$ cat config.mk
export PLATFORM = sky130hd
export DESIGN_NAME = sd_cmd_responder
export DESIGN_NICKNAME = d
export VERILOG_FILES = /design/src/rtl/sd_cmd_responder.sv
export SDC_FILE = /design/constraint.sdc
export NUM_CORES = 1
export LEC_CHECK = 0
export CAP_MARGIN = 20
export CORE_ASPECT_RATIO = 0.8
export CORE_MARGIN = 2
export CORE_UTILIZATION = 40
export CTS_CLUSTER_SIZE = 25
export DETAILED_ROUTE_END_ITERATION = 10
export PLACE_DENSITY = 0.66
export SETUP_SLACK_MARGIN = 0.4
export SYNTH_ARGS = -nofsm -noshare
export SYNTH_HDL_FRONTEND = slang
export SYNTH_SLANG_ARGS = --single-unit
$ cat constraint.sdc
create_clock -name iclk -period 1.8 [get_ports iclk]
set_input_delay 0.18 -clock iclk [delete_from_list [all_inputs] [get_ports iclk]]
set_output_delay 0.18 -clock iclk [all_outputs]
set_load 0.02 [all_outputs]
$ cat src/rtl/sd_cmd_responder.sv
// SD bus CMD-line card responder: deserialises 48-bit host commands and serialises card responses.
// Build option: define SD_CMD_CRC_CHECK_EN to discard commands whose received CRC7 does not match.
module sd_cmd_responder #(
    parameter int NCR = 2
) (
    input  logic        iclk,
    input  logic        irst,
    input  logic        ice,
    input  logic        icmd,
    output logic        ocmd,
    output logic        ocmd_oe,
    output logic [5:0]  oindex,
    output logic [31:0] oarg,
    output logic        ovalid,
    output logic        oerr,
    output logic        obusy,
    input  logic        iresp_start,
    input  logic        iresp_drop,
    input  logic [5:0]  iresp_index,
    input  logic [31:0] iresp_arg,
    input  logic        iresp_nocrc
);

    localparam logic [2:0] S_IDLE      = 3'd0;
    localparam logic [2:0] S_RX        = 3'd1;
    localparam logic [2:0] S_WAIT_RESP = 3'd2;
    localparam logic [2:0] S_WAIT_NCR  = 3'd3;
    localparam logic [2:0] S_TX        = 3'd4;

    localparam logic [5:0] LAST_BIT = 6'd47;
    localparam logic [5:0] LAST_HDR = 6'd39;
    localparam logic [5:0] LAST_CRC = 6'd46;
    localparam logic [5:0] NCR_LAST = 6'(NCR - 1);

    // One step of the serial CRC7 register, G(x) = x^7 + x^3 + 1.
    function automatic logic [6:0] crc7_step(input logic [6:0] crc, input logic b);
        logic fb;
        fb        = b ^ crc[6];
        crc7_step = {crc[5:0], 1'b0} ^ (fb ? 7'h09 : 7'h00);
    endfunction

    logic [2:0]  r_state;
    logic [5:0]  r_bit_cnt;
    logic [5:0]  r_ncr_cnt;
    logic        r_ncr_done;
    logic [44:0] r_rx_sr;
    logic [38:0] r_tx_sr;
    logic [6:0]  r_tx_crc;
    logic        r_nocrc;
    logic        r_cmd;
    logic        r_cmd_oe;
    logic        r_valid;
    logic        r_err;
    logic [5:0]  r_index;
    logic [31:0] r_arg;

    logic [5:0]  w_bit_next;
    logic        w_tx_bit;
    logic        w_crc_bad;

    assign w_bit_next = r_bit_cnt + 6'd1;

    // NOTE: every path assigns w_tx_bit, so no latch is inferred.
    always_comb begin
        if (w_bit_next <= LAST_HDR)
            w_tx_bit = r_tx_sr[38];
        else if (w_bit_next <= LAST_CRC)
            w_tx_bit = r_nocrc | r_tx_crc[6];
        else
            w_tx_bit = 1'b1;
    end

`ifdef SD_CMD_CRC_CHECK_EN
    logic [6:0] r_rx_crc;

    always_ff @(posedge iclk or negedge irst) begin
        if (!irst)
            r_rx_crc <= 7'd0;
        else if (r_state == S_IDLE)
            r_rx_crc <= 7'd0;
        else if (r_state == S_RX && ice && r_bit_cnt <= LAST_HDR)
            r_rx_crc <= crc7_step(r_rx_crc, icmd);
    end

    // Received CRC bits 40..46 sit in r_rx_sr[6:0] when the end bit arrives.
    assign w_crc_bad = (r_rx_sr[6:0] != r_rx_crc);
`else
    assign w_crc_bad = 1'b0;
`endif

    // NOTE: sequential state uses non-blocking assignments; all state resets asynchronously.
    always_ff @(posedge iclk or negedge irst) begin
        if (!irst) begin
            r_state    <= S_IDLE;
            r_bit_cnt  <= 6'd0;
            r_ncr_cnt  <= 6'd0;
            r_ncr_done <= 1'b0;
            r_rx_sr    <= '0;
            r_tx_sr    <= '0;
            r_tx_crc   <= 7'd0;
            r_nocrc    <= 1'b0;
            r_cmd      <= 1'b1;
            r_cmd_oe   <= 1'b0;
            r_valid    <= 1'b0;
            r_err      <= 1'b0;
            r_index    <= 6'd0;
            r_arg      <= 32'd0;
        end else begin
            r_valid <= 1'b0;
            r_err   <= 1'b0;
            case (r_state)
                S_IDLE: begin
                    if (ice && !icmd) begin
                        r_state   <= S_RX;
                        r_bit_cnt <= 6'd1;
                        r_rx_sr   <= '0;
                    end
                end
                S_RX: begin
                    if (ice) begin
                        r_rx_sr   <= {r_rx_sr[43:0], icmd};
                        r_bit_cnt <= (r_bit_cnt == LAST_BIT) ? LAST_BIT : w_bit_next;
                        if (r_bit_cnt == 6'd1 && !icmd) begin
                            r_state <= S_IDLE;
                        end else if (r_bit_cnt == LAST_BIT) begin
                            if (!icmd || w_crc_bad) begin
                                r_err   <= 1'b1;
                                r_state <= S_IDLE;
                            end else begin
                                r_index <= r_rx_sr[44:39];
                                r_arg   <= r_rx_sr[38:7];
                                r_valid <= 1'b1;
                                r_state <= S_WAIT_RESP;
                            end
                        end
                    end
                end
                S_WAIT_RESP: begin
                    if (iresp_drop) begin
                        r_state <= S_IDLE;
                    end else if (iresp_start) begin
                        r_tx_sr    <= {1'b0, iresp_index, iresp_arg};
                        r_nocrc    <= iresp_nocrc;
                        r_tx_crc   <= 7'd0;
                        r_ncr_cnt  <= 6'd0;
                        r_ncr_done <= 1'b0;
                        r_state    <= S_WAIT_NCR;
                    end
                end
                S_WAIT_NCR: begin
                    if (ice) begin
                        if (r_ncr_done) begin
                            r_cmd_oe  <= 1'b1;
                            r_cmd     <= 1'b0;
                            r_bit_cnt <= 6'd0;
                            r_state   <= S_TX;
                        end else begin
                            r_ncr_cnt <= r_ncr_cnt + 6'd1;
                            if (r_ncr_cnt == NCR_LAST)
                                r_ncr_done <= 1'b1;
                        end
                    end
                end
                S_TX: begin
                    if (ice) begin
                        if (r_bit_cnt == LAST_BIT) begin
                            r_cmd_oe <= 1'b0;
                            r_cmd    <= 1'b1;
                            r_state  <= S_IDLE;
                        end else begin
                            r_bit_cnt <= w_bit_next;
                            r_cmd     <= w_tx_bit;
                            if (w_bit_next <= LAST_HDR) begin
                                r_tx_sr  <= {r_tx_sr[37:0], 1'b0};
                                r_tx_crc <= crc7_step(r_tx_crc, w_tx_bit);
                            end else begin
                                r_tx_crc <= {r_tx_crc[5:0], 1'b0};
                            end
                        end
                    end
                end
                default: r_state <= S_IDLE;
            endcase
        end
    end

    assign ocmd    = r_cmd;
    assign ocmd_oe = r_cmd_oe;
    assign oindex  = r_index;
    assign oarg    = r_arg;
    assign ovalid  = r_valid;
    assign oerr    = r_err;
    assign obusy   = (r_state != S_IDLE);

endmodule

==> run_results.csv, run 1 <==
group,metric,value,unit
outcome,outcome,"finished with violations",
outcome,violations,"setup timing",
sta,max_freq,545.9,MHz
worst_setup_path,worstReg2RegEnd,"oarg[25]",
power,pwr-share-clk,0.371,
sta,finalSetupViolCount,66,
yosys,synth.cell_area,0.006581,mm2
layout,antenna_cells,0,
floorplanning,rows,41,
yosys,ys.flop_type,"dfrtp_1",
floorplanning,die_area,0.01750,mm2
yosys,ys_warn_count,0,
global_route,grt_use_total,0.1890,
sta,rsz0062_at_grt,"true",
min_path,hp-class,"input pin to async pin",
power,switching_share,0.2940,
power,peakVddDrop,0.7968,mV
yosys,syn_area_per_cell,10.90,um2
floorplanning,initial_utilization,0.4125,
clock_tree,cts_tree,"yes",
worst_setup_path,r2r_start,"r_bit_cnt[0]",
route,drc_errors,0,
power,p_int,0.006925,W
worst_setup_path,cp_max_fo,40,
sta,fin_crit_sh,1.018,
worst_setup_path,rrSetupSlack,-0.03,ns
sta,maxSlewHeadroom,0.6684,
yosys,synth_edf_count,0,
power,cellPowerDensity,957.2,mW/mm2
floorplanning,die_w,147.4,um
place,port_buffers,87,
yosys,syn_nets,655,
global_route,grt.busiest_layer,"met2",
power,switching_power,0.002884,W
sta,fin_crit,1.832,ns
place,placed_cell_area,0.008071,mm2
clock_tree,cts_buffers,17,
yosys,yosysSeqAreaShare,0.5705,
layout,finalInstanceArea,0.01025,mm2
sta,tightest_slew,0.4940,ns
clock_tree,clk_latency,0.44,ns
worst_setup_path,critPathLaunchType,"register",
sta,final_max_slew_viol_count,0,
yosys,async_reset_ff_frac,1.000,
route,ant_nets,0,
global_route,grt_max_degree,48,
clock_tree,h-tree-depth,4,
route,firstDrtPassIters,7,
route,wl,19120,um
floorplanning,num_io_pins,88,
clock_tree,clkSinkCount,150,
global_route,met1_usage,0.2589,
place,hpwl,9701,um
yosys,syn_inst,604,
worst_setup_path,cp_data_required_time,2.11,ns
power,combPwrFrac,0.266,
sta,final-hold-violation-count,0,
floorplanning,core-area,0.01595,mm2
route,drt_iter0_markers,457,
job,maxCapViolCount,0,
power,finalPower,0.009809,W
floorplanning,die_h,118.7,um
route,vias,5564,
global_route,met3_usage,0.04093,
global_route,antenna_found_initial,0,
yosys,synth_cell_types,54,
yosys,synth-seq-cells,150,
global_route,grt_pass1_wl,26410,um
global_route,met2_usage,0.2923,
place,gp_congestion,0.8164,
worst_setup_path,crit_arrival,2.14,ns
worst_setup_path,reg2reg_depth,7,
layout,final_nets,819,
worst_setup_path,cp-end-kind,"register",
sta,skew,0.01403,ns
layout,area_growth,55.70,%
power,p_seq_frac,0.363,
global_route,first_global_vias,5199,
route,via_per_inst,5.586,
clock_tree,clk_path_buf_depth,2,
global_route,grt_overflow_total,0,
power,p_leak,5.251,nW
route,wl_per_cell,19.20,um
sta,timing.final.ws_setup,-0.03194,ns
clock_tree,cts-root-buf,"clkbuf_16",
worst_setup_path,critPathKind,"register to register",
layout,drive_gt1_frac,0.3905,
clock_tree,path_clk_slew,0.06,ns
==> worst max-delay path, stage by stage (launching register included) <==
cell and delay (ns):
dfrtp_2 0.45, ha_4 0.19, and3_4 0.20, nand3_4 0.10, nor2_4 0.06, nand3_4 0.07
buf_12 0.24, mux2_2 0.37
==> layout make-up <==
cell class | count | area (um2)
Clock buffer | 20 | 446.7
Clock inverter | 12 | 152.6
Fill cell | 1109 | 5707
Inverter | 12 | 45.04
Multi-Input combinational cell | 399 | 3299
Sequential cell | 150 | 3762
Tap cell | 215 | 269.0
Timing Repair Buffer | 188 | 2272
==> how the worst max path moves through the flow <==
stage	slack [ns]	end	cells past startpoint	startpoint
finish	-0.03	oarg[25]	7	r_bit_cnt[0]
global route	-0.09	r_tx_sr[35]	7	r_bit_cnt[0]
CTS	-0.04	r_tx_sr[13]	7	r_bit_cnt[1]
detailed placement	-0.09	oerr	5	r_bit_cnt[0]
global placement	-0.13	oerr	5	r_bit_cnt[0]
floorplan	-0.03	oarg[14]	8	r_bit_cnt[0]
==> power groups by stage <==
stage | combinational [W] | sequential (W) | clock [W]
finish | 0.00261 | 0.00356 | 0.00364
global route | 0.00277 | 0.00357 | 0.00382
CTS | 0.00195 | 0.00353 | 0.00366
detailed placement | 0.00138 | 0.00361 | 0
global placement | 0.00136 | 0.00360 | 0
floorplan | 0.000877 | 0.00358 | 0
==> metrics by stage <==
| stage | utilization | setup TNS [ns] | hold slack, ns | cells | worst slack, ns |
|---|---|---|---|---|---|
| 2_1_floorplan | - | -0.5773 | -0.1156 | 604 | -0.03318 |
| 3_3_place_gp | 0.5059 | -0.1509 | 0.1490 | 905 | -0.1334 |
| 3_5_place_dp | 0.5059 | -2.210 | 0.1521 | 905 | -0.08579 |
| 4_1_cts | 0.5750 | -1.687 | 0.2677 | 960 | -0.04258 |
| 5_1_grt | 0.6423 | -5.314 | 0.2937 | 996 | -0.08974 |
| 6_report | 0.6423 | -1.000 | 0.2614 | 996 | -0.03194 |
==> cells by family (layout without fill, tap and decap cells) <==
group | Yosys count | after routing | share of synthesized area
xor gates and xnor gates | 5 | 5 | 0.006654
muxes | 40 | 40 | 0.06825
DFF | 150 | 150 | 0.5705
buffers and inverters | 56 | 232 | 0.03669
AOI/OAI and AO/OA | 181 | 182 | 0.1972
adders and majority gates | 6 | 6 | 0.01141
and+or+nand+nor | 166 | 166 | 0.1093
==> repair_timing <==
| action | 4_1_cts | 5_1_grt |
|---|---|---|
| pin swaps | 33 | 53 |
| endpoints found under the hold margin | 42 | 0 |
| setup buffers | 17 | 19 |
| gates cloned | 5 | 17 |
| gates resized for setup | 121 | 170 |
| endpoints found under the setup margin | 191 | 184 |
| hold buffers | 1 | 0 |
==> registers in the layout, summed over array words and instances (netlist names), 3 cells and up <==
name,count
oarg,32
oindex,6
r_bit_cnt,6
r_ncr_cnt,6
r_rx_sr,45
r_state,3
r_tx_crc,7
r_tx_sr,39
==> cells in the mapped netlist (2+ instances only) <==
cell        n  area (um2)
clkbuf_1   26       97.59
o31ai_1     3       22.52
a21o_1      2       15.01
dfrtp_1   149        3729
ha_1        6       75.07
and3_1      5       31.28
nand3b_1    2       15.01
xor2_1      4       35.03
nor3_1      4       20.02
nand4_1     2       12.51
o21ai_1     3       15.01
mux2_2     38       427.9
nor4_1      2       12.51
a32oi_1     3       26.28
o32a_1     37       370.4
o211ai_1    3       22.52
o21ai_0    61       305.3
nand3_1     8       40.04
nand2_1   111       416.7
inv_1      11       41.29
a22o_1      6       52.55
nor2_1     19       71.32
nand2b_1    5       31.28
buf_2      16       80.08
a21oi_1    10       50.05
o22ai_1     2       12.51
o21a_1     39       292.8
==> placed cells by master (no fill, tap or decap), drive strengths merged, types with 6 or more instances in the layout <==
cell,instances
a21oi,11
a22o,6
buf,90
clkbuf,32
clkdlybuf4s50,43
dfrtp,149
dlygate4sd2,8
dlymetal6s2s,33
ha,6
inv,13
mux2,39
nand2,111
nand3,9
nor2,20
o21a,40
o21ai,65
o32a,37
==> metal layers <==
| metal | vias up | share of wire |
|---|---|---|
| met5 | - | 0 |
| met4 | 0 | 0.027 |
| met3 | 46 | 0.050 |
| met2 | 202 | 0.48 |
| met1 | 2802 | 0.45 |
| li1 | 2514 | - |
No activity file was read; power rests on OpenSTA's default activity.
==> inputs of run 2 (changes only) <==
- PLACE_DENSITY: 0.66 -> 0.64
- SETUP_SLACK_MARGIN: 0.4 -> not set
- clock period: 1.8 -> 2.35 ns (I/O delays scaled with it)
==> run_results.csv, run 2 (same netlist as run 1, synthesis figures left out) <==
group,metric,value,unit
place,port_buffers,87,
route,via_per_inst,5.258,
layout,largest_reg_flops,45,
worst_setup_path,cp-end-kind,"register",
route,ant_nets,0,
floorplanning,die_w,147.4,um
worst_setup_path,max_stage_delay,0.46,ns
worst_setup_path,reg2reg_depth,8,
layout,drive_gt1_frac,0.1422,
sta,finalSetupViolCount,0,
worst_setup_path,critPathKind,"register to register",
floorplanning,core-area,0.01595,mm2
layout,regMostFlops,"r_rx_sr",
sta,max_freq,465.3,MHz
clock_tree,cts_buffers,17,
sta,tightest_slew,0.6348,ns
clock_tree,h-tree-depth,4,
layout,fillers,1375,
global_route,grt_pass1_wl,24100,um
floorplanning,num_io_pins,88,
global_route,first_global_vias,4712,
layout,final_cell_mix,"dfrtp_1, nand2_1, clkdlybuf4s50_1, o21ai_0, o21a_1",
layout,multi_input_area,0.002609,mm2
sta,setup_tns,0,ns
layout,register_area,0.003755,mm2
global_route,antenna_found_initial,0,
worst_setup_path,crit_path_cell_trace,"ha_1 > buf_4 > o41ai_2 > o21a_2 > buf_12 > a21boi_2 > buf_12 > o21a_1",
place,hpwl,9062,um
sta,final_max_slew_viol_count,0,
layout,final_util,0.5254,
clock_tree,clkSinkCount,150,
route,drc_errors,0,
layout,final_nets,734,
route,vias,4790,
clock_tree,cts_tree,"yes",
min_path,hp-class,"input pin to async pin",
floorplanning,die_h,118.7,um
outcome,outcome,"completed",
layout,final_common_cell,"dfrtp_1",
power,peakVddDrop,0.5574,mV
worst_setup_path,cp_max_fo,42,
global_route,grt_use_total,0.1698,
floorplanning,die_area,0.01750,mm2
global_route,grt_overflow_total,0,
clock_tree,cts_setup_buffers,0,
floorplanning,rows,41,
floorplanning,initial_utilization,0.4125,
worst_setup_path,cp_data_required_time,2.66,ns
worst_setup_path,critPathLaunchType,"register",
route,wl_per_cell,15.31,um
layout,antenna_cells,0,
sta,final-hold-violation-count,0,
worst_setup_path,crit_arrival,2.46,ns
sta,rsz0062_at_grt,"false",
job,maxCapViolCount,0,
route,firstDrtPassIters,4,
route,wl,13950,um
sta,fin_crit_sh,0.9145,
global_route,grt_max_degree,89,
route,drt_iter0_markers,417,
place,gp_congestion,0.8757,
sta,maxSlewHeadroom,0.5768,
layout,area_growth,27.36,%
power,p_leak,3.705,nW
worst_setup_path,path_common_cell,"buf_12",
sta,skew,0.005794,ns
clock_tree,cts-root-buf,"clkbuf_16",
sta,fin_crit,2.149,ns
clock_tree,clk_latency,0.42,ns
clock_tree,path_clk_slew,0.06,ns
clock_tree,clk_path_buf_depth,2,
power,cellPowerDensity,780.0,mW/mm2
worst_setup_path,crit_slowest_cell,"dfrtp_1",
[run 2: changes by cell type in the layout (fill, tap and decap cells not counted), moves of 25 or more]
cell | previous run | this run
buf_4 | 44 | 10
buf_6 | 26 | 1
clkdlybuf4s50_1 | 43 | 86
dlymetal6s2s_1 | 33 | 0
nand2_1 | 62 | 111
nand2_4 | 28 | 0
o21ai_0 | 8 | 61
o21ai_2 | 30 | 0
[run 2: metrics by stage]
stage / area [um2] / worst slack, ns / hold WS [ns] / instances / power, W
2_1_floorplan: 6581 / 0.3979 / -0.06059 / 604 / 0.003305
3_3_place_gp: 7745 / 0.2667 / 0.2726 / 878 / 0.003680
3_5_place_dp: 7745 / 0.2076 / 0.2753 / 878 / 0.003681
4_1_cts: 8382 / 0.1945 / 0.3710 / 911 / 0.006588
5_1_grt: 8382 / 0.09647 / 0.3853 / 911 / 0.006815
6_report: 8382 / 0.2009 / 0.3484 / 911 / 0.006538
[run 2: area by class of cell]
cell class	count	area share
clock buffers	18	0.05120
clock inverters	14	0.02359
inverters	12	0.005374
multi-input cells	398	0.3112
flip-flops and latches	150	0.4480
well taps	215	0.03209
repair buffers	104	0.1285
[run 2: power by group]
group / switching (W) / leakage [nW] / internal (W)
Combinational: 0.000574 / 1.33 / 0.000335
Clock: 0.00110 / 0.301 / 0.00179
Sequential: 0.0000927 / 2.07 / 0.00265
Total: 0.00177 / 3.71 / 0.00477
[run 2: path summary, 6_finish.rpt]
path	from	end	slack, ns
setup / recovery	r_bit_cnt[0]	r_tx_sr[21]	0.20
hold / removal	irst	r_tx_sr[15]	0.35
setup reg to reg	r_bit_cnt[0]	r_tx_sr[21]	0.20
hold reg to reg	ocmd	ocmd	0.47
max in group asynchronous	irst	r_rx_sr[12]	1.18
min in group iclk	iresp_nocrc	r_nocrc	0.37
[run 2: timing repair]
action / CTS / global route
resized for setup: 0 / 0
hold buffers: 1 / 0
endpoints found under the hold margin: 61 / 0
[run 2: critical path, delay by kind of cell, from the launching register on]
family,cells,cell delay [ns]
AOI/OAI and AO/OA,4,0.74
buffers and inverters,3,0.56
adders and majority gates,1,0.26
DFF,1,0.46
[run 2: layer usage]
layer / up-vias / GRT usage / share of wire / wire (um)
met5: - / 0 / 0 / 0
met4: 0 / 0.06010 / 0.014 / 198
met3: 14 / 0.04015 / 0.042 / 582
met2: 93 / 0.2512 / 0.45 / 6312
met1: 2359 / 0.2442 / 0.49 / 6857
li1: 2324 / - / - / -
==> inputs of run 3 (changes only) <==
- CORE_UTILIZATION: 40 -> 59
- PLACE_DENSITY: 0.64 -> 0.88
==> run_results.csv, run 3 (same netlist as run 1, synthesis figures left out) <==
group,metric,value,unit
outcome,outcome,"completed",
worst_setup_path,reg2reg_depth,7,
clock_tree,clk_path_buf_depth,2,
route,wl_per_cell,18.06,um
floorplanning,initial_utilization,0.6043,
layout,drive_gt1_frac,0.1412,
sta,fin_crit,2.192,ns
layout,finalInstanceArea,0.008315,mm2
route,ant_nets,0,
worst_setup_path,worstReg2RegEnd,"oarg[13]",
place,hpwl,9147,um
layout,regMostFlops,"r_rx_sr",
worst_setup_path,crit_arrival,2.48,ns
sta,maxSlewHeadroom,0.6437,
layout,multi_input_area,0.002621,mm2
sta,max_freq,456.2,MHz
global_route,first_global_vias,5083,
clock_tree,clk_latency,0.41,ns
layout,fillers,676,
min_path,hp-class,"input pin to async pin",
floorplanning,die_area,0.01202,mm2
global_route,grt_max_degree,89,
global_route,grt_use_total,0.2708,
worst_setup_path,cp_max_fo,39,
worst_setup_path,cp-end-kind,"register",
sta,fin_crit_sh,0.9329,
sta,final_max_slew_viol_count,0,
route,drc_errors,0,
worst_setup_path,max_stage_delay,0.51,ns
route,vias,5039,
global_route,antenna_found_initial,0,
sta,rsz0062_at_grt,"false",
worst_setup_path,r2r_start,"r_bit_cnt[0]",
worst_setup_path,critPathKind,"register to register",
route,wl,15130,um
power,p_leak,3.713,nW
clock_tree,cts_buffers,17,
layout,final_nets,732,
place,gp_congestion,0.9615,
job,maxCapViolCount,0,
power,peakVddDrop,0.6887,mV
worst_setup_path,rrSetupSlack,0.16,ns
global_route,grt_pass1_wl,25640,um
sta,finalSetupViolCount,0,
floorplanning,rows,34,
worst_setup_path,critPathLaunchType,"register",
layout,antenna_cells,0,
sta,setup_tns,0,ns
layout,register_area,0.003755,mm2
clock_tree,path_clk_slew,0.06,ns
place,placed_cell_area,0.007629,mm2
layout,final_cell_mix,"dfrtp_1, nand2_1, clkdlybuf4s50_1, o21ai_0, o21a_1",
floorplanning,core-area,0.01089,mm2
floorplanning,num_io_pins,88,
floorplanning,die_h,98.47,um
worst_setup_path,crit_path_cell_trace,"ha_4 > and3_1 > nand3_2 > nor2_1 > nand3_2 > buf_12 > mux2_1",
sta,skew,0.01234,ns
clock_tree,h-tree-depth,4,
global_route,grt_overflow_total,0,
layout,final_common_cell,"dfrtp_1",
power,cellPowerDensity,806.8,mW/mm2
clock_tree,cts_tree,"yes",
route,drt_iter0_markers,420,
layout,area_growth,26.35,%
clock_tree,cts-root-buf,"clkbuf_16",
worst_setup_path,startpoint,"r_bit_cnt[0]",
layout,largest_reg_flops,45,
worst_setup_path,cp_data_required_time,2.64,ns
layout,final_util,0.7636,
sta,final-hold-violation-count,0,
clock_tree,clkSinkCount,150,
worst_setup_path,crit_slowest_cell,"dfrtp_1",
sta,tightest_slew,0.5308,ns
route,firstDrtPassIters,5,
floorplanning,die_w,122.1,um
place,port_buffers,87,
route,via_per_inst,6.013,
clock_tree,cts_setup_buffers,0,
worst_setup_path,path_common_cell,"nand3_2",
-- run 3: timing repair --
action / 4_1_cts / 5_1_grt
setup endpoints to repair: 0 / 77
hold endpoints to repair: 37 / 0
resized for setup: 0 / 3
hold buffers: 1 / 0
-- run 3: power by group --
part / total [W] / switching (W) / internal [W]
Clock: 0.00304 / 0.00106 / 0.00197
Combinational: 0.000921 / 0.000602 / 0.000319
Sequential: 0.00275 / 0.000102 / 0.00265
-- run 3: per-layer routing --
layer | part of all wire | track usage | wire [um] | vias to the layer above
met2 | 0.50 | 0.4297 | 7552 | 168
met1 | 0.43 | 0.3848 | 6545 | 2534
met5 | 0 | 0 | 0 | -
li1 | - | - | - | 2310
met3 | 0.053 | 0.05556 | 802 | 27
met4 | 0.015 | 0.07604 | 231 | 0
-- run 3: how the worst max path moves through the flow --
stage,endpoint,slack (ns),cells after the start
final,oarg[13],0.16,7
after global routing,oarg[13],0.04,7
after CTS,r_tx_sr[24],0.02,8
after detailed placement,oarg[13],0.12,7
after global placement,oarg[13],0.23,7
after floorplan,oarg[13],0.40,8
-- run 3: critical path, delay by kind of cell, from the launching register on --
family	cells	cell delay, ns
simple gates	4	0.74
flops	1	0.51
mux	1	0.34
fa+ha+maj	1	0.25
buf+inv	1	0.22
-- run 3: layout make-up --
class / instances / share of cell area
tap: 144 / 0.02167
timing repair buffer: 102 / 0.1262
clock inverter: 11 / 0.02332
clock buffer: 21 / 0.05658
multi-input combinational: 398 / 0.3152
sequential: 150 / 0.4515
inverter: 12 / 0.005417
-- run 3: stage by stage --
| step | worst slack, ns | hold slack, ns | instances | power (W) |
|---|---|---|---|---|
| 6_report | 0.1577 | 0.3029 | 838 | 0.006709 |
| 5_1_grt | 0.04379 | 0.3353 | 838 | 0.006960 |
| 4_1_cts | 0.01804 | 0.3105 | 838 | 0.006691 |
| 3_5_place_dp | 0.1195 | 0.1605 | 805 | 0.003653 |
| 3_3_place_gp | 0.2260 | 0.1578 | 805 | 0.003602 |
| 2_1_floorplan | 0.3979 | -0.06059 | 604 | 0.003305 |
==> variant 1: new RTL, flow settings as in run 2 <==
Add an input register stage for `iresp_start`, `iresp_drop`, `iresp_index`, `iresp_arg` and `iresp_nocrc`, with the module's reset; this delays them by one clock. The other inputs are not delayed to match.
--- a/src/rtl/sd_cmd_responder.sv
+++ b/src/rtl/sd_cmd_responder.sv
@@ -31,6 +31,28 @@
     localparam logic [5:0] LAST_HDR = 6'd39;
     localparam logic [5:0] LAST_CRC = 6'd46;
     localparam logic [5:0] NCR_LAST = 6'(NCR - 1);
+
+    logic iresp_start_q;
+    logic iresp_drop_q;
+    logic [5:0] iresp_index_q;
+    logic [31:0] iresp_arg_q;
+    logic iresp_nocrc_q;
+
+    always_ff @(posedge iclk or negedge irst) begin
+        if (!irst) begin
+            iresp_start_q <= '0;
+            iresp_drop_q  <= '0;
+            iresp_index_q <= '0;
+            iresp_arg_q   <= '0;
+            iresp_nocrc_q <= '0;
+        end else begin
+            iresp_start_q <= iresp_start;
+            iresp_drop_q  <= iresp_drop;
+            iresp_index_q <= iresp_index;
+            iresp_arg_q   <= iresp_arg;
+            iresp_nocrc_q <= iresp_nocrc;
+        end
+    end
 
     // One step of the serial CRC7 register, G(x) = x^7 + x^3 + 1.
     function automatic logic [6:0] crc7_step(input logic [6:0] crc, input logic b);
@@ -136,11 +158,11 @@
                     end
                 end
                 S_WAIT_RESP: begin
-                    if (iresp_drop) begin
+                    if (iresp_drop_q) begin
                         r_state <= S_IDLE;
-                    end else if (iresp_start) begin
-                        r_tx_sr    <= {1'b0, iresp_index, iresp_arg};
-                        r_nocrc    <= iresp_nocrc;
+                    end else if (iresp_start_q) begin
+                        r_tx_sr    <= {1'b0, iresp_index_q, iresp_arg_q};
+                        r_nocrc    <= iresp_nocrc_q;
                         r_tx_crc   <= 7'd0;
                         r_ncr_cnt  <= 6'd0;
                         r_ncr_done <= 1'b0;
Function: same outputs for any inputs over 4 cycles, from zero or initial values and one cycle with irst low; that may be too few to reach the edited logic, so the function may still have changed.
==> variant 1 against run 2 <==
  * Worst hold slack got worse by 0.11 ns
  * Fmax fell by 4.3%
  * Design area rose by 16%
  * Setup slack got worse by 0.097 ns
  * Routed wire length rose by 20%
  * Largest cell class unchanged
  * Sequential cell count rose by 41
  * Area after synthesis rose by 19%
  * Die area rose by 19%
Power is not compared: it rests on default switching activity, and its combinational part moved more than twofold at a synthesized area within 25%.
==> variant 1: results (changes against run 2) <==
drt wl/cell 15.9 um (was 15.3 um); run status complete, no violations (unchanged); met3 wire len 635 um (was 582 um); initial detailed-routing violation count 435 (was 417); DP Cell Count 1018 (was 878); R2R depth 7 (was 8); sequential share of the synthesized area 61.0% (was 57.1%); Slew headroom 59.3% (was 57.7%); pre-CTS WS -0.00226 ns (was 0.208 ns); worst hold margin 0.237 ns (was 0.348 ns); largest net degree at the start of global routing 69 (was 89); Detailed Place HPWL 10800 um (was 9060 um); synth top area cells dfrtp_1 61%, o21ai_0 5.6%, nand2_1 5.5%, mux2_2 4.9%, a2bb2oi_1 4.1% (was dfrtp_1 57%, mux2_2 6.5%, nand2_1 6.3%, o32a_1 5.6%, o21ai_0 4.6%); met1 wire length 8010 um (was 6860 um); Reg2Reg Setup Slack 0.10 ns (was 0.20 ns); xor/xnor share of the synthesized area 0.447% (was 0.665%); fin cells 1052 (was 911); end of the critical path r_state[1] (was r_tx_sr[21]); vias in the first global route 5456 (was 4712); slowest stage cell, crit path or4b_4 (was dfrtp_1); Nets 832 (was 734); Synthesized Nets 742 (was 655); post-synthesis mux area share 5.73% (was 6.83%); Global Route Usage Sum 16.9% (was 17.0%); first-pass GRT wire length 28100 um (was 24100 um); met2 wire len 7950 um (was 6310 um); Data arrival, critical path 2.56 ns (was 2.46 ns); Final Skew 0.00781 ns (was 0.00579 ns); synth cell count leaders 190 x dfrtp_1, 114 x nand2_1, 87 x o21ai_0 (was 149 x dfrtp_1, 111 x nand2_1, 61 x o21ai_0); GR Util met1 23.7% (was 24.4%); Crit. Startpoint r_bit_cnt[1] (was r_bit_cnt[0])
## variant 1: per-stage QoR
step | cell area (um2) | TNS, ns
2_1_floorplan | 7840 | 0
5_1_grt | 9740 | -0.00401
3_5_place_dp | 9160 | -0.00226
4_1_cts | 9730 | 0
3_3_place_gp | 9160 | 0
6_report | 9740 | 0
## variant 1: cell families after synthesis
logic type      after synthesis
flops                       191
buf+inv                      61
fa+ha+maj                     6
mux                          40
xor+xnor                      4
simple gates                212
compound gates              177
## variant 1: cell type report
class | count | area (um2) | share of cell area [%]
Clock inverter | 14 | 123 | 1.26
Timing Repair Buffer | 121 | 1200 | 12.3
Multi-Input combinational cell | 439 | 2840 | 29.1
Tap cell | 258 | 323 | 3.31
Sequential cell | 191 | 4780 | 49.1
Inverter | 11 | 41.3 | 0.424
Clock buffer | 18 | 439 | 4.51
## variant 1: timing repair
action                                  CTS  global route
hold buffers                              1             0
endpoints found under the setup margin    1            68
endpoints found under the hold margin    64             0
setup buffers                             0             1
pin swaps                                 1             1
resized for setup                         0             2
==> variant 2: new RTL, config.mk and constraints of run 2 <==
Made on the original files. The option `SD_CMD_CRC_CHECK_EN` is turned on by a define.
--- a/src/rtl/sd_cmd_responder.sv
+++ b/src/rtl/sd_cmd_responder.sv
@@ -1,5 +1,7 @@
 // SD bus CMD-line card responder: deserialises 48-bit host commands and serialises card responses.
 // Build option: define SD_CMD_CRC_CHECK_EN to discard commands whose received CRC7 does not match.
+`define SD_CMD_CRC_CHECK_EN
+
 module sd_cmd_responder #(
     parameter int NCR = 2
 ) (
Check against the original RTL: same outputs for any inputs over 4 cycles, from zero or initial values and one cycle with irst low; that may be too few to reach the edited logic, so the function may still have changed.
==> variant 2 against run 2 <==
  * Cell count is 6.0% lower
  * Routed wire length increased by 3.2%
  * Setup slack got worse by 0.0089 ns
  * Core utilization is 1.1 points lower
  * Synthesized cell count shrank 11%
  * Critical path type is now flip-flop to primary output
  * Design area increased by 2.0%
  * Global-route usage is 0.27 points lower
  * Via count down 2.2%
  * Die area rose by 3.1%
  * Power is 20% higher
  * First-iteration DRC count down 23%
  * Area after synthesis rose by 3.2%
  * Sequential cell count is 7 higher
  * Highest routed layer unchanged
==> variant 2: results (changes against run 2) <==
Design Area, Final 8550 um2 (was 8380 um2); drt wl/cell 16.8 um (was 15.3 um); met1 wire length 6930 um (was 6860 um); synth top area cells dfrtp_1 57%, a22o_1 7.0%, mux2_1 6.3%, a221o_1 5.5%, and2_1 3.7% (was dfrtp_1 57%, mux2_2 6.5%, nand2_1 6.3%, o32a_1 5.6%, o21ai_0 4.6%); routing usage on met3 4.57% (was 4.02%); # fillers 1444 (was 1375); ratio of cells with drive above 1 in the final layout 10.2% (was 14.2%); number of buffers added on ports 87 (unchanged); Worst Path Max Fanout 12 (was 42); initial antenna violation count 0 (unchanged); initial detailed-routing violation count 323 (was 417); Antenna diodes 0 (unchanged); multi-input combinational area share 30.9% (was 31.1%); Leak 3.90 nW (was 3.71 nW); critical path's top delay family buffers and inverters (was compound AO/OA/AOI/OAI gates); Synthesized Nets 585 (was 655); GR Util met1 23.6% (was 24.4%); Distinct cells, synth 57 (was 54); pre-CTS WS 0.132 ns (was 0.208 ns); sequential share of the synthesized area 57.9% (was 57.1%); peak supply drop 0.339 mV (was 0.557 mV); largest net degree at the start of global routing 65 (was 89); Global Route Usage Sum 16.7% (was 17.0%); Pre-Repair DR Iteration Count 5 (was 4); first-pass GRT wire length 23900 um (was 24100 um); multi-input gates 335 (was 398); RD Place Congestion 0.828 (was 0.876); Cell Area, Placed 7940 um2 (was 7740 um2); Slew headroom 45.2% (was 57.7%); storage element area 3930 um2 (was 3750 um2); num sequential 157 (was 150); Mapped Area 6790 um2 (was 6580 um2); CTS root buffer clkbuf_16 (unchanged); inverter count 7 (was 12); max reg flops 45 (unchanged); met3 wire len 591 um (was 582 um); Nets 674 (was 734); run status complete, no violations (unchanged); CLK BUF 20 (was 18); Data arrival, critical path 1.92 ns (was 2.46 ns); clk_lat worst skew 0.42 ns (about the same); drt total wl 14400 um (was 14000 um); DP Cell Count 824 (was 878); slowest stage cell, crit path clkdlybuf4s50_1 (was dfrtp_1); signal buffers share of area 12.6% (was 12.9%); grt met2 use 25.3% (was 25.1%); Detailed Place HPWL 9240 um (was 9060 um); instance count of the mapped netlist 535 (was 604); Clock-cell share 7.00% (was 7.48%); Vias/cell 5.47 (was 5.26); crit-path max cell delay 0.54 ns (was 0.46 ns); met2 wire len 6780 um (was 6310 um); bufs w/o clock 106 (was 104); synth cell count leaders 156 x dfrtp_1, 54 x a22o_1, 40 x and2_1 (was 149 x dfrtp_1, 111 x nand2_1, 61 x o21ai_0); Final Skew 0.00912 ns (was 0.00579 ns)
variant 2: cell types whose count changed after synthesis, sizes merged, moves of 37 or more:
cell,run 2,this run
a22o,6,54
nand2,111,15
o21ai,64,16
a221o,0,37
and2,0,41
o21a,40,0
o32a,37,0
variant 2: cell families after synthesis:
| kind of cell | count (synthesis) | share of synthesized area, % |
|---|---|---|
| compound gates | 151 | 18.2 |
| xor+xnor | 17 | 2.19 |
| fa+ha+maj | 5 | 0.921 |
| buf+inv | 43 | 3.63 |
| flops | 157 | 57.9 |
| mux | 41 | 6.76 |
| simple gates | 121 | 10.4 |
variant 2: power breakdown:
| group | total (mW) | internal (mW) | leakage, nW | switching (mW) |
|---|---|---|---|---|
| registers | 3.48 | 3.11 | 2.14 | 0.366 |
| clock network | 2.77 | 1.72 | 0.288 | 1.06 |
| logic | 1.57 | 0.757 | 1.48 | 0.815 |
variant 2: repair_timing:
| action | 4_1_cts | 5_1_grt |
|---|---|---|
| hold buffers | 1 | 0 |
| gates resized for setup | 0 | 1 |
| setup endpoints to repair | 0 | 26 |
| hold endpoints to repair | 60 | 0 |
variant 2: path summary, 6_finish.rpt:
| check | startpoint | end | slack, ns | depth (start not counted) |
|---|---|---|---|---|
| setup / recovery | r_state[0] | obusy | 0.19 | 4 |
| hold reg to reg | oarg[14] | oarg[14] | 0.48 | 1 |
| max in group asynchronous | irst | r_rx_sr[31] | 1.22 | 3 |
| hold / removal | irst | r_rx_sr[25] | 0.37 | 2 |
| min in group iclk | iresp_nocrc | r_nocrc | 0.43 | 2 |
| setup reg to reg | r_bit_cnt[1] | oindex[1] | 0.19 | 6 |
